`src/rtl/uart_wb_master.sv`:
```
// UART-to-Wishbone debug bridge: 8N1 command frames on uart_rx drive single
// 32-bit Wishbone cycles; a status byte or the read data returns on uart_tx.
module uart_wb_master #(
    parameter int ADDR_WIDTH     = 32,
    parameter int CLK_FREQ       = 50_000_000,
    parameter int BAUD           = 115200,
    parameter int TIMEOUT_CYCLES = 1024
) (
    input  logic                  clk,
    input  logic                  rst_n,
    input  logic                  uart_rx,
    output logic                  uart_tx,
    output logic [ADDR_WIDTH-1:0] wbm_addr,
    output logic [31:0]           wbm_dat_o,
    input  logic [31:0]           wbm_dat_i,
    output logic                  wbm_we,
    output logic [3:0]            wbm_sel,
    output logic                  wbm_stb,
    input  logic                  wbm_ack,
    output logic                  busy
);
    localparam int DIV = (CLK_FREQ + BAUD / 2) / BAUD;
    localparam int CW  = $clog2(DIV + 1);
    localparam int TW  = $clog2(TIMEOUT_CYCLES + 1);
    localparam logic [CW-1:0] DIV_LAST  = CW'(DIV - 1);
    localparam logic [CW-1:0] HALF_LAST = CW'(DIV / 2 - 1);
    localparam logic [TW-1:0] TO_LAST   = TW'(TIMEOUT_CYCLES - 1);

    typedef enum logic [1:0] {RX_IDLE, RX_START, RX_DATA, RX_STOP} rx_state_t;
    typedef enum logic [2:0] {P_IDLE, P_ADDR, P_DATA, P_BUS, P_RESP} p_state_t;

    rx_state_t       rx_state_q;
    logic            rx_meta_q, rx_sync_q, rx_prev_q;
    logic [CW-1:0]   rx_cnt_q;
    logic [2:0]      rx_bit_q;
    logic [7:0]      rx_byte_q;
    logic            rx_stop_tick, rx_valid, rx_ferr;

    p_state_t        p_state_q;
    logic            cmd_we_q;
    logic [1:0]      byte_cnt_q;
    logic [31:0]     addr_q, data_q, resp_q;
    logic [2:0]      resp_left_q;
    logic [TW-1:0]   to_cnt_q;
    logic [31:0]     addr_d, data_d;
    logic [ADDR_WIDTH-1:0] wbm_addr_q;
    logic [31:0]     wbm_dat_o_q;
    logic            wbm_we_q, wbm_stb_q;
    logic [3:0]      wbm_sel_q;

    logic            tx_q, tx_active_q;
    logic [CW-1:0]   tx_cnt_q;
    logic [3:0]      tx_bit_q;
    logic [7:0]      tx_shift_q;
    logic            tx_last, tx_take;

    // Stop bit is judged directly at its sample point so the bus cycle can
    // start on the very next clock.
    assign rx_stop_tick = (rx_state_q == RX_STOP) && (rx_cnt_q == DIV_LAST);
    assign rx_valid     = rx_stop_tick && rx_sync_q;
    assign rx_ferr      = rx_stop_tick && !rx_sync_q;
    assign addr_d       = {addr_q[23:0], rx_byte_q};
    assign data_d       = {data_q[23:0], rx_byte_q};

    always_ff @(posedge clk or negedge rst_n) begin
        if (!rst_n) begin
            rx_meta_q  <= 1'b1;
            rx_sync_q  <= 1'b1;
            rx_prev_q  <= 1'b1;
            rx_state_q <= RX_IDLE;
            rx_cnt_q   <= '0;
            rx_bit_q   <= '0;
            rx_byte_q  <= '0;
        end else begin
            rx_meta_q <= uart_rx;
            rx_sync_q <= rx_meta_q;
            rx_prev_q <= rx_sync_q;
            case (rx_state_q)
                RX_IDLE: if (rx_prev_q && !rx_sync_q) begin
                    rx_state_q <= RX_START;
                    rx_cnt_q   <= '0;
                end
                RX_START: if (rx_cnt_q == HALF_LAST) begin
                    rx_cnt_q   <= '0;
                    rx_bit_q   <= '0;
                    rx_state_q <= rx_sync_q ? RX_IDLE : RX_DATA;
                end else rx_cnt_q <= rx_cnt_q + CW'(1);
                RX_DATA: if (rx_cnt_q == DIV_LAST) begin
                    rx_cnt_q  <= '0;
                    rx_byte_q <= {rx_sync_q, rx_byte_q[7:1]};
                    rx_bit_q  <= rx_bit_q + 3'd1;
                    if (rx_bit_q == 3'd7) rx_state_q <= RX_STOP;
                end else rx_cnt_q <= rx_cnt_q + CW'(1);
                default: if (rx_cnt_q == DIV_LAST) begin
                    rx_cnt_q   <= '0;
                    rx_state_q <= RX_IDLE;
                end else rx_cnt_q <= rx_cnt_q + CW'(1);
            endcase
        end
    end

    always_ff @(posedge clk or negedge rst_n) begin
        if (!rst_n) begin
            p_state_q   <= P_IDLE;
            cmd_we_q    <= 1'b0;
            byte_cnt_q  <= '0;
            addr_q      <= '0;
            data_q      <= '0;
            resp_q      <= '0;
            resp_left_q <= '0;
            to_cnt_q    <= '0;
            wbm_addr_q  <= '0;
            wbm_dat_o_q <= '0;
            wbm_we_q    <= 1'b0;
            wbm_stb_q   <= 1'b0;
            wbm_sel_q   <= 4'h0;
        end else begin
            case (p_state_q)
                P_IDLE: if (rx_valid) begin
                    byte_cnt_q <= '0;
                    if (rx_byte_q == 8'h57 || rx_byte_q == 8'h52) begin
                        cmd_we_q  <= (rx_byte_q == 8'h57);
                        p_state_q <= P_ADDR;
                    end else begin
                        resp_q      <= {8'h3F, 24'h0};
                        resp_left_q <= 3'd1;
                        p_state_q   <= P_RESP;
                    end
                end
                P_ADDR: if (rx_ferr) p_state_q <= P_IDLE;
                else if (rx_valid) begin
                    addr_q     <= addr_d;
                    byte_cnt_q <= byte_cnt_q + 2'd1;
                    if (byte_cnt_q == 2'd3) begin
                        if (cmd_we_q) p_state_q <= P_DATA;
                        else begin
                            wbm_stb_q   <= 1'b1;
                            wbm_we_q    <= 1'b0;
                            wbm_sel_q   <= 4'hF;
                            wbm_addr_q  <= addr_d[ADDR_WIDTH-1:0];
                            wbm_dat_o_q <= data_q;
                            to_cnt_q    <= '0;
                            p_state_q   <= P_BUS;
                        end
                    end
                end
                P_DATA: if (rx_ferr) p_state_q <= P_IDLE;
                else if (rx_valid) begin
                    data_q     <= data_d;
                    byte_cnt_q <= byte_cnt_q + 2'd1;
                    if (byte_cnt_q == 2'd3) begin
                        wbm_stb_q   <= 1'b1;
                        wbm_we_q    <= 1'b1;
                        wbm_sel_q   <= 4'hF;
                        wbm_addr_q  <= addr_q[ADDR_WIDTH-1:0];
                        wbm_dat_o_q <= data_d;
                        to_cnt_q    <= '0;
                        p_state_q   <= P_BUS;
                    end
                end
                // Ack is checked before the timeout so an ack on the last
                // allowed cycle still succeeds.
                P_BUS: if (wbm_ack || to_cnt_q == TO_LAST) begin
                    wbm_stb_q   <= 1'b0;
                    wbm_we_q    <= 1'b0;
                    wbm_sel_q   <= 4'h0;
                    p_state_q   <= P_RESP;
                    if (!wbm_ack) begin
                        resp_q      <= {8'h45, 24'h0};
                        resp_left_q <= 3'd1;
                    end else if (cmd_we_q) begin
                        resp_q      <= {8'h4B, 24'h0};
                        resp_left_q <= 3'd1;
                    end else begin
                        resp_q      <= wbm_dat_i;
                        resp_left_q <= 3'd4;
                    end
                end else to_cnt_q <= to_cnt_q + TW'(1);
                default: if (tx_take) begin
                    resp_q      <= {resp_q[23:0], 8'h00};
                    resp_left_q <= resp_left_q - 3'd1;
                end else if (resp_left_q == 3'd0 && !tx_active_q) p_state_q <= P_IDLE;
            endcase
        end
    end

    // A pending byte is loaded on the last stop-bit cycle, so responses
    // leave back-to-back with no idle gap.
    assign tx_last = tx_active_q && (tx_bit_q == 4'd9) && (tx_cnt_q == DIV_LAST);
    assign tx_take = (!tx_active_q || tx_last) && (p_state_q == P_RESP) && (resp_left_q != 3'd0);

    always_ff @(posedge clk or negedge rst_n) begin
        if (!rst_n) begin
            tx_q        <= 1'b1;
            tx_active_q <= 1'b0;
            tx_cnt_q    <= '0;
            tx_bit_q    <= '0;
            tx_shift_q  <= '0;
        end else if (tx_take) begin
            tx_q        <= 1'b0;
            tx_active_q <= 1'b1;
            tx_cnt_q    <= '0;
            tx_bit_q    <= '0;
            tx_shift_q  <= resp_q[31:24];
        end else if (tx_active_q) begin
            if (tx_cnt_q == DIV_LAST) begin
                tx_cnt_q <= '0;
                if (tx_bit_q == 4'd9) tx_active_q <= 1'b0;
                else begin
                    tx_bit_q   <= tx_bit_q + 4'd1;
                    tx_q       <= (tx_bit_q == 4'd8) ? 1'b1 : tx_shift_q[0];
                    tx_shift_q <= {1'b0, tx_shift_q[7:1]};
                end
            end else tx_cnt_q <= tx_cnt_q + CW'(1);
        end
    end

    assign uart_tx   = tx_q;
    assign wbm_addr  = wbm_addr_q;
    assign wbm_dat_o = wbm_dat_o_q;
    assign wbm_we    = wbm_we_q;
    assign wbm_sel   = wbm_sel_q;
    assign wbm_stb   = wbm_stb_q;
    assign busy      = (p_state_q != P_IDLE);
endmodule
```
`config.mk`:
```
export PLATFORM = sky130hd
export DESIGN_NAME = uart_wb_master
export DESIGN_NICKNAME = d
export VERILOG_FILES = /design/src/rtl/uart_wb_master.sv
export SDC_FILE = /design/constraint.sdc
export NUM_CORES = 1
export LEC_CHECK = 0
export CAP_MARGIN = 20
export CORE_MARGIN = 8
export CORE_UTILIZATION = 52
export CTS_CLUSTER_SIZE = 28
export DETAILED_ROUTE_END_ITERATION = 16
export GPL_ROUTABILITY_DRIVEN = 0
export HOLD_SLACK_MARGIN = 0.12
export PLACE_DENSITY = 0.79
export SKIP_LAST_GASP = 1
export SYNTH_ARGS = -nofsm -noshare
export SYNTH_HDL_FRONTEND = slang
export SYNTH_SLANG_ARGS = --single-unit
```
`constraint.sdc`:
```
create_clock -name clk -period 2.5 [get_ports clk]
set_input_delay 0.625 -clock clk [delete_from_list [all_inputs] [get_ports clk]]
set_output_delay 0.625 -clock clk [all_outputs]
set_load 0.02 [all_outputs]
```
==> results of run 1 <==
[placed cells by master (no fill, tap or decap), drive strengths merged, types with 7 or more instances in the layout]
cell,instances
buf,36
dfrtp,226
inv,22
ha,14
nor2,31
o21ai,106
clkbuf,34
nand2,114
o31ai,7
nand3,18
a21oi,21
clkdlybuf4s50,105
nor3,13
a31oi,16
nand2b,7
a22o,27
mux2,98
mux2i,69
[metal layers]
metal  vias up  track usage [%]  share of wire (%)
met3        28             3.80                6.0
met1      3698             22.8                 45
met2       177             28.3                 47
met4         0             3.82                1.4
li1       3603                -                  -
met5         -                0                  0
[through the flow]
stage               instance area, sq um  util [%]  power (W)  worst slack, ns
detailed placement                 12200      60.3    0.00441           0.0614
CTS                                13100      64.7    0.00830          0.00270
global route                       13100      64.9    0.00854         -0.00131
finish                             13100      64.9    0.00823           0.0547
global placement                   12200      60.3    0.00439            0.111
floorplan                          10600         -    0.00416            0.158
[final timing paths]
check / end / start / depth (start not counted) / slack (ns)
max in group asynchronous: uart_tx / rst_n / 3 / 1.16
setup / recovery: resp_q[28] / tx_cnt_q[6] / 6 / 0.05
hold reg to reg: rx_sync_q / rx_meta_q / 0 / 0.36
min in group asynchronous: wbm_dat_o[26] / rst_n / 2 / 0.62
setup reg to reg: resp_q[28] / tx_cnt_q[6] / 6 / 0.05
hold / removal: rx_sync_q / rx_meta_q / 0 / 0.36
[power by group]
group          internal [W]  switching [W]  leakage, nW  total, W
logic              0.000215       0.000286         2.13  0.000501
clock network       0.00242        0.00146        0.435   0.00389
registers           0.00378      0.0000572         3.14   0.00384
total               0.00642        0.00181         5.70   0.00823
[final cells by class]
cell class | instances | area share (%)
multi-input combinational | 632 | 34.5
tap | 270 | 2.58
inverter | 21 | 0.602
sequential | 230 | 44.0
clock buffer | 33 | 5.47
clock inverter | 11 | 1.29
timing repair buffer | 144 | 11.5
[critical path: cells and delay by family, from the launching register on]
kind	cells	cell delay, ns
and+or+nand+nor	2	0.82
AOI/OAI and AO/OA	2	0.56
DFF	1	0.41
muxes	1	0.33
buffers and inverters	1	0.20
[repair_timing]
action,in CTS,in global routing
gates cloned,0,1
endpoints found under the hold margin,50,0
endpoints found under the setup margin,1,10
resized for setup,1,4
hold buffers,1,0
pin swaps,0,0
[registers in the layout, summed over array words and instances, names as in the netlist, 3 cells and up]
| signal | cells |
|---|---|
| wbm_dat_o | 32 |
| rx_byte_q | 8 |
| to_cnt_q | 11 |
| rx_cnt_q | 9 |
| wbm_addr | 32 |
| addr_q | 32 |
| resp_q | 32 |
| resp_left_q | 3 |
| tx_cnt_q | 9 |
| rx_bit_q | 3 |
| tx_bit_q | 4 |
| p_state_q | 3 |
| tx_shift_q | 8 |
| data_q | 32 |
[kinds of logic (layout without fill, tap and decap cells)]
kind of cell / after synthesis / in the layout
AO/OA/AOI/OAI: 204 / 204
XOR/XNOR: 7 / 7
adder cells (fa/ha/maj): 14 / 14
buffers and inverters: 79 / 209
flip-flops: 230 / 230
multiplexers: 167 / 167
AND/OR/NAND/NOR: 240 / 240
==> metrics, run 1 <==
PortBufs=107; Final Max Tran Viols=0; synth top area cells=dfrtp_1 53%, mux2_2 8.5%, mux2i_1 6.5%; final number of hold-violating endpoints=0; status=complete, no violations; die area=around 25000 sq um; GRT Resource Usage Total=around 17%; postcts setup bufs=0; Critical-path top delay cell=or4b_4; Yosys reg bits=230; Synthesis Warnings=0; clock sinks=between 200 and 250; CTS tree=yes; RSZ-0062 raised after global routing=yes; initial antenna violation count=0; number of synthesized flops with an enable pin=0; Mapped Avg Cell Area=roughly 11 sq um; area delta synth->final=23.2%; Primary FF master, synth=dfrtp_1; fmax=approximately 0.41 GHz; Cells after Synth=941; Final Cycle Share=between 90% and 100%; CP max stage delay=a little under 0.6 ns; Core Region=around 20000 sq um; CTS root buffer=clkbuf_16; first-pass GRT wire length=37.6 mm; post-route ant nets=0; WP data required=2.89 ns; Leakage=between 5 and 6 nW; min Tclk post-route=roughly 2.4 ns; Final Non-Filler Cells=between 1k and 1.5k; CTS H-tree lvls=1; proportion of layout cells with a drive suffix above 1=between 10% and 20%; Initial Util=~53%; most common cell in the netlist=dfrtp_1; largest area contributor in the synthesized netlist=dfrtp_1; Post-Syn Area=~11000 sq um; Min Hold Slack=0.359 ns; Multi-input gate area=~4500 sq um; Seq/Total Area, Yosys=between 50% and 60%; Clock Path Buffers=3; Net Count, Synth=between 900 and 1k; DRC Markers=0; wire per inst=roughly 16 um; DP HPWL=roughly 15 mm; CP startpoint kind=flop; clk_skew=between 0.009 and 0.01 ns; setup TNS=0 ns; Final setup viols=0; gr ovfl total=0; via count=between 7k and 8k; Worst Hold Class=reg2reg; Detailed Route Iter0 Violations=approximately 400; row count=52; XOR/XNOR Fraction of Synth Area=less than 1%; sequential cell area=just under 6000 sq um; Simple-Gate Fraction of Synth Area=about 11%; largest family of logic cells by synthesized area=multiplexers; Pre-Repair DR Iteration Count=5; Clock Latency Late Sink=between 0.5 and 0.6 ns; DR vias/cell=5.60; placed cells=between 1k and 1.5k; relative max-transition margin=between 60% and 70%; post-synthesis adder-cell area fraction=around 1.6%; Power Density=629 nW/um^2; Reg clk slew, reported paths=0.06 ns; compound-gate portion of the synthesized area=about an eighth; final WL=approximately 22 mm; multiplexer share of the synthesized area=between 15 and 20%; Fill cells=about 1.5k; largest net degree at the start of global routing=between 60 and 70; diodes inserted=0; VDD IR max=between 400 and 500 uV; kind of critical path=reg2reg; CP Capture Type=flop; CP Cell Sequence=or4b_4, o31ai_4, a41o_2, and3_2, clkbuf_16, mux2_1; crit-path max FO=13; share of Yosys cell area claimed by the top area cell type=53.3%; die outline height=between 150 and 200 um; vias in the first global route=roughly 7.6k; max cap viols=0; die width=between 150 and 200 um; Slew @ Worst Pin=about 0.52 ns; Synth cell types=63; Worst EP arrival=approximately 2.8 ns; most instantiated cells after synthesis=226 x dfrtp_1, 114 x nand2_1, 106 x o21ai_0; num ports=about 110; nets=~1.1k; number of clock buffers inserted by TritonCTS=24; FFs w/ async S/R, synth=between 90% and 100%
(Power assumes the default switching activity.)
==> inputs of run 2 (changes only) <==
--- a/config.mk
+++ b/config.mk
@@ -6,14 +6,18 @@
 export NUM_CORES = 1
 export LEC_CHECK = 0
 export CAP_MARGIN = 20
+export CELL_PAD_IN_SITES_DETAIL_PLACEMENT = 0
+export CELL_PAD_IN_SITES_GLOBAL_PLACEMENT = 1
 export CORE_MARGIN = 8
-export CORE_UTILIZATION = 52
+export CORE_UTILIZATION = 43
+export CTS_BUF_LIST = sky130_fd_sc_hd__clkbuf_8
 export CTS_CLUSTER_SIZE = 28
 export DETAILED_ROUTE_END_ITERATION = 16
 export GPL_ROUTABILITY_DRIVEN = 0
 export HOLD_SLACK_MARGIN = 0.12
-export PLACE_DENSITY = 0.79
+export PLACE_DENSITY = 0.81
 export SKIP_LAST_GASP = 1
+export SLEW_MARGIN = 5
 export SYNTH_ARGS = -nofsm -noshare
 export SYNTH_HDL_FRONTEND = slang
 export SYNTH_SLANG_ARGS = --single-unit
==> run 2 against run 1 <==
Critical endpoint is now resp_q[25]. First-iteration DRC count is 20% higher. Largest power group is now sequential cells. Critical path depth stayed put. Flip-flop and latch count stayed put.
==> metrics, run 2 (same netlist as run 1, synthesis figures left out) <==
Fill cells=2148 (+39%); initial antenna violation count=0 (unchanged); via count=7407 (-1.3%); r2r setup slk=0.09 ns (+0.04 ns); gr ovfl total=0 (unchanged); Hold Path Sink=rx_sync_q; PortBufs=107 (unchanged); Pre-Repair DR Iteration Count=4 (-1); CP startpoint kind=flop; Clock Latency Late Sink=0.54 ns (+0.03 ns); max cap viols=0 (unchanged); Leakage=5.76 nW (+1.1%); Final Cycle Share=96.4% (-1.4 points); Power Density=579 nW/um^2 (-7.9%); Gate power share=7.6% (+1.5 points); Clock Path Buffers=3 (unchanged); wire per inst=15.6 um (-4.4%); internal power=0.00580 W (-9.6%); CTS root buffer=clkbuf_8; clock sinks=230 (unchanged); Detailed Route Iter0 Violations=469 (+20%); DP HPWL=15.3 mm (+1.8%); Place WS=0.0458 ns (-0.0156 ns); reg2reg path depth=6 (unchanged); kind of critical path=reg2reg; power share of the clock group=42.3% (-4.9 points); area delta synth->final=23.8%; die width=173 um (+9.0%); crit-path max FO=13 (unchanged); RSZ-0062 raised after global routing=no; Final Max Tran Viols=0 (unchanged); row count=57 (+9.6%); Final WS setup=0.0910 ns (+0.0362 ns); most frequent cells in the layout=224 x dfrtp_1, 114 x nand2_1, 106 x o21ai_0; setup TNS=0 ns (unchanged); vias in the first global route=7506 (-1.9%); switch share=23.7% (+1.8 points); DR vias/cell=5.18 (-7.4%); Slew @ Worst Pin=0.537 ns (+0.0144 ns); fmax=0.415 GHz (+1.5%); diodes inserted=0 (unchanged); status=complete, no violations; Initial Util=43.8% (-8.9 points); nets=1132 (+2.6%); final instance area=13100 sq um (+0.43%); Post-DP Area=12300 sq um (+1.2%); die outline height=173 um (+9.0%); CTS tree=yes; Worst EP arrival=2.82 ns (-0.02 ns); Final setup viols=0 (unchanged); final number of hold-violating endpoints=0 (unchanged); relative max-transition margin=64.0% (-0.88 points); CTS H-tree lvls=2 (+1); CP Capture Type=flop; Reg clk slew, reported paths=0.06 ns (about the same); reg2reg end=resp_q[25]; commonest non-fill, non-tap cell in the layout=dfrtp_1; die area=30000 sq um (+19%); min-delay src=rx_meta_q; first-pass GRT wire length=38.4 mm (+2.0%); DRC Markers=0 (unchanged); final WL=22.3 mm (+1.9%); GRT Resource Usage Total=15.0% (-2.2 points); number of clock buffers inserted by TritonCTS=40 (+67%); num ports=108 (unchanged); Worst Hold Class=reg2reg; min Tclk post-route=2.41 ns (-0.0362 ns); worst r2r src=tx_cnt_q[3]; Seq pwr share=50.2% (+3.5 points); proportion of layout cells with a drive suffix above 1=19.7% (+2.1 points); post-route ant nets=0 (unchanged); NetSw=0.00181 W (about the same); Core Region=24200 sq um (+20%); Min-Delay Path Depth=0 (unchanged); VDD IR max=267 uV (-45%); WP data required=2.91 ns (+0.02 ns); clk_skew=0.0270 ns (+0.0173 ns); largest net degree at the start of global routing=66 (unchanged)
==> run 2: critical path, cell delays in order (launching register included) <==
cell and delay [ns]:
dfrtp_1 0.41, or4b_4 0.57, o31ai_4 0.28, a41o_2 0.27
and3_2 0.25, clkbuf_16 0.20, mux2_1 0.32
==> run 2: power by group through the flow <==
| stage | Clock [W] | Combinational (W) | Sequential [W] |
|---|---|---|---|
| floorplan | 0 | 0.000270 | 0.00389 |
| global placement | 0 | 0.000567 | 0.00388 |
| detailed placement | 0 | 0.000579 | 0.00388 |
| CTS | 0.00334 | 0.000581 | 0.00382 |
| global route | 0.00353 | 0.000656 | 0.00382 |
| finish | 0.00322 | 0.000575 | 0.00382 |
==> run 2: how the worst max path moves through the flow <==
stage                start           to  cells past startpoint
6_report       tx_cnt_q[3]   resp_q[25]                      6
5_1_grt        tx_cnt_q[3]   resp_q[11]                      6
4_1_cts        rx_cnt_q[1]  to_cnt_q[6]                      7
3_5_place_dp   rx_cnt_q[1]  to_cnt_q[6]                      7
3_3_place_gp   rx_cnt_q[1]  to_cnt_q[4]                      7
2_1_floorplan  tx_cnt_q[6]   resp_q[25]                      7
==> run 2: final cells by class <==
type | instances | area (sq um) | share of cell area (%)
tap | 324 | 405 | 3.08
inverter | 21 | 78.8 | 0.600
sequential | 230 | 5760 | 43.9
clock buffer | 49 | 674 | 5.13
clock inverter | 16 | 82.6 | 0.628
multi-input combinational | 633 | 4520 | 34.4
timing repair buffer | 156 | 1610 | 12.3
==> run 2: timing repair <==
item / in CTS / in global routing
setup endpoints to repair: 1 / 23
resized for setup: 2 / 7
hold endpoints to repair: 59 / 0
cloned: 0 / 2
buffers inserted: 0 / 3
pin swaps: 0 / 3
hold buffers: 1 / 0
==> run 2: routing by layer <==
metal	vias to the layer above	GRT usage (%)	wire [um]
li1	3677	-	-
met1	3530	20.4	10700
met2	169	23.1	9950
met3	31	4.09	1290
met4	0	4.28	327
met5	-	0	0
==> run 2: per-stage QoR <==
stage          utilization, %  hold WS [ns]  power, W  cells
3_5_place_dp             50.8         0.348   0.00446   1358
2_1_floorplan               -         0.329   0.00416    941
3_3_place_gp             50.8         0.356   0.00445   1358
5_1_grt                  54.2         0.361   0.00800   1429
4_1_cts                  53.9         0.356   0.00774   1424
6_report                 54.2         0.355   0.00761   1429
==> inputs of run 3 (changes only) <==
==> constraint.sdc (replaced) <==
create_clock -name clk -period 2.5 [get_ports clk]
set_input_delay 0.375 -clock clk [delete_from_list [all_inputs] [get_ports clk]]
set_output_delay 0.375 -clock clk [all_outputs]
set_load 0.02 [all_outputs]
==> run 3 against run 2 <==
Flip-flop and latch count stayed put. Clock power increased by 3%. Design area fell by 0.32%. Largest power group unchanged. Critical path type unchanged. Global-route usage fell by 0.073 points.
==> metrics, run 3 (same netlist as run 1, synthesis figures left out) <==
final instance area=13100 sq um (-0.32%); die area=30000 sq um (unchanged); Clock Latency Late Sink=0.54 ns (about the same); Fill cells=2172 (+1.1%); sequential cell area=5760 sq um (unchanged); relative max-transition margin=62.8% (-1.3 points); row count=57 (unchanged); nets=1125 (-0.62%); Detailed Route Iter0 Violations=507 (+8.1%); Worst Hold Class=in2reg; final number of hold-violating endpoints=0 (unchanged); Final Cycle Share=96.6% (+0.24 points); final WL=22.2 mm (-0.35%); fmax=0.414 GHz (-0.25%); wire per inst=15.6 um (-0.21%); total chip power=0.00766 W (+0.62%); commonest non-fill, non-tap cell in the layout=dfrtp_1; proportion of layout cells with a drive suffix above 1=19.2% (-0.51 points); GRT Resource Usage Total=14.9% (-0.073 points); Core Region=24200 sq um (unchanged); Multi-input gate area=4520 sq um (-0.11%); die width=173 um (unchanged); max cap viols=0 (unchanged); area delta synth->final=23.4%; Reg clk slew, reported paths=0.06 ns (about the same); Final Max Tran Viols=0 (unchanged); num ports=108 (unchanged); Slew @ Worst Pin=0.556 ns (+0.0190 ns); Post-DP Area=12300 sq um (-0.39%); PortBufs=107 (unchanged); DP HPWL=15.3 mm (+0.14%); diodes inserted=0 (unchanged); WP data required=2.90 ns (about the same); vias in the first global route=7597 (+1.2%); most frequent cells in the layout=224 x dfrtp_1, 114 x nand2_1, 106 x o21ai_0, 106 x clkdlybuf4s50_1, 80 x mux2_2; setup TNS=0 ns (unchanged); crit-path max FO=13 (unchanged); DR vias/cell=5.22 (+0.72%); number of clock buffers inserted by TritonCTS=40 (unchanged); first-pass GRT wire length=38.3 mm (-0.14%); gr ovfl total=0 (unchanged); Min Hold Slack=0.263 ns (-0.0921 ns); Final setup viols=0 (unchanged); status=complete, no violations; min Tclk post-route=2.42 ns (+0.00604 ns); CTS H-tree lvls=2 (unchanged); VDD IR max=341 uV (+28%); RSZ-0062 raised after global routing=yes; die outline height=173 um (unchanged); clock sinks=230 (unchanged); Worst EP arrival=2.82 ns (about the same); DRC Markers=0 (unchanged); CP Capture Type=flop; CP startpoint kind=flop; Initial Util=43.8% (unchanged); clk_skew=0.0244 ns (-0.00269 ns); post-route ant nets=0 (unchanged); CTS root buffer=clkbuf_8; Pre-Repair DR Iteration Count=7 (+3); Power Density=585 nW/um^2 (+0.95%); Final Non-Filler Cells=1427 (-0.14%); largest net degree at the start of global routing=68 (+3.0%); placed cells=1355 (-0.22%); CTS tree=yes; Leakage=5.74 nW (-0.29%); kind of critical path=reg2reg; Clock Path Buffers=3 (unchanged); initial antenna violation count=0 (unchanged); via count=7450 (+0.58%)
run 3: worst paths after layout:
kind | end | slack, ns | depth (start not counted) | startpoint
worst min-delay path | rx_meta_q | 0.26 | 1 | uart_rx
min in group asynchronous | wbm_dat_o[27] | 0.36 | 2 | rst_n
worst min register to register | rx_sync_q | 0.36 | 0 | rx_meta_q
max in group asynchronous | uart_tx | 1.33 | 3 | rst_n
worst max register to register | resp_q[22] | 0.08 | 6 | tx_cnt_q[3]
worst max-delay path | resp_q[22] | 0.08 | 6 | tx_cnt_q[3]
run 3: routing by layer:
metal	vias up	share of wire, %	global-route usage (%)
li1	3651	-	-
met1	3601	47	20.1
met2	171	45	23.2
met3	27	5.7	4.05
met4	0	1.5	4.06
met5	-	0	0
run 3: critical path, cell delays in order (launching register included):
cell	delay (ns)
dfrtp_1	0.41
or4b_4	0.56
o31ai_4	0.31
a41o_2	0.24
and3_2	0.25
clkbuf_16	0.21
mux2_1	0.32
run 3: stage by stage:
step | setup slack (ns) | util (%)
2_1_floorplan | 0.158 | -
3_3_place_gp | 0.122 | 50.6
3_5_place_dp | 0.0708 | 50.6
4_1_cts | 0.0260 | 53.9
5_1_grt | -0.0162 | 54.0
6_report | 0.0849 | 54.0
run 3: timing repair:
item                                    4_1_cts  5_1_grt
resized for setup                             3        3
gates cloned                                  0        1
buffers inserted                              0        0
endpoints found under the setup margin        1       10
pin swaps                                     0        1
endpoints found under the hold margin        63        0
hold buffers                                  1        0
run 3: cell type report:
type	instances	area share, %
clock inverters	20	0.764
clock buffers	50	5.25
well taps	324	3.09
inverters	21	0.602
multi-input cells	632	34.5
repair buffers	150	11.8
flip-flops and latches	230	44.0
run 3: report_power, final:
part           internal, W  switching [W]  total, W  leakage [nW]
registers          0.00378      0.0000530   0.00384          3.14
clock network      0.00181        0.00150   0.00331         0.458
logic             0.000225       0.000286  0.000512          2.15
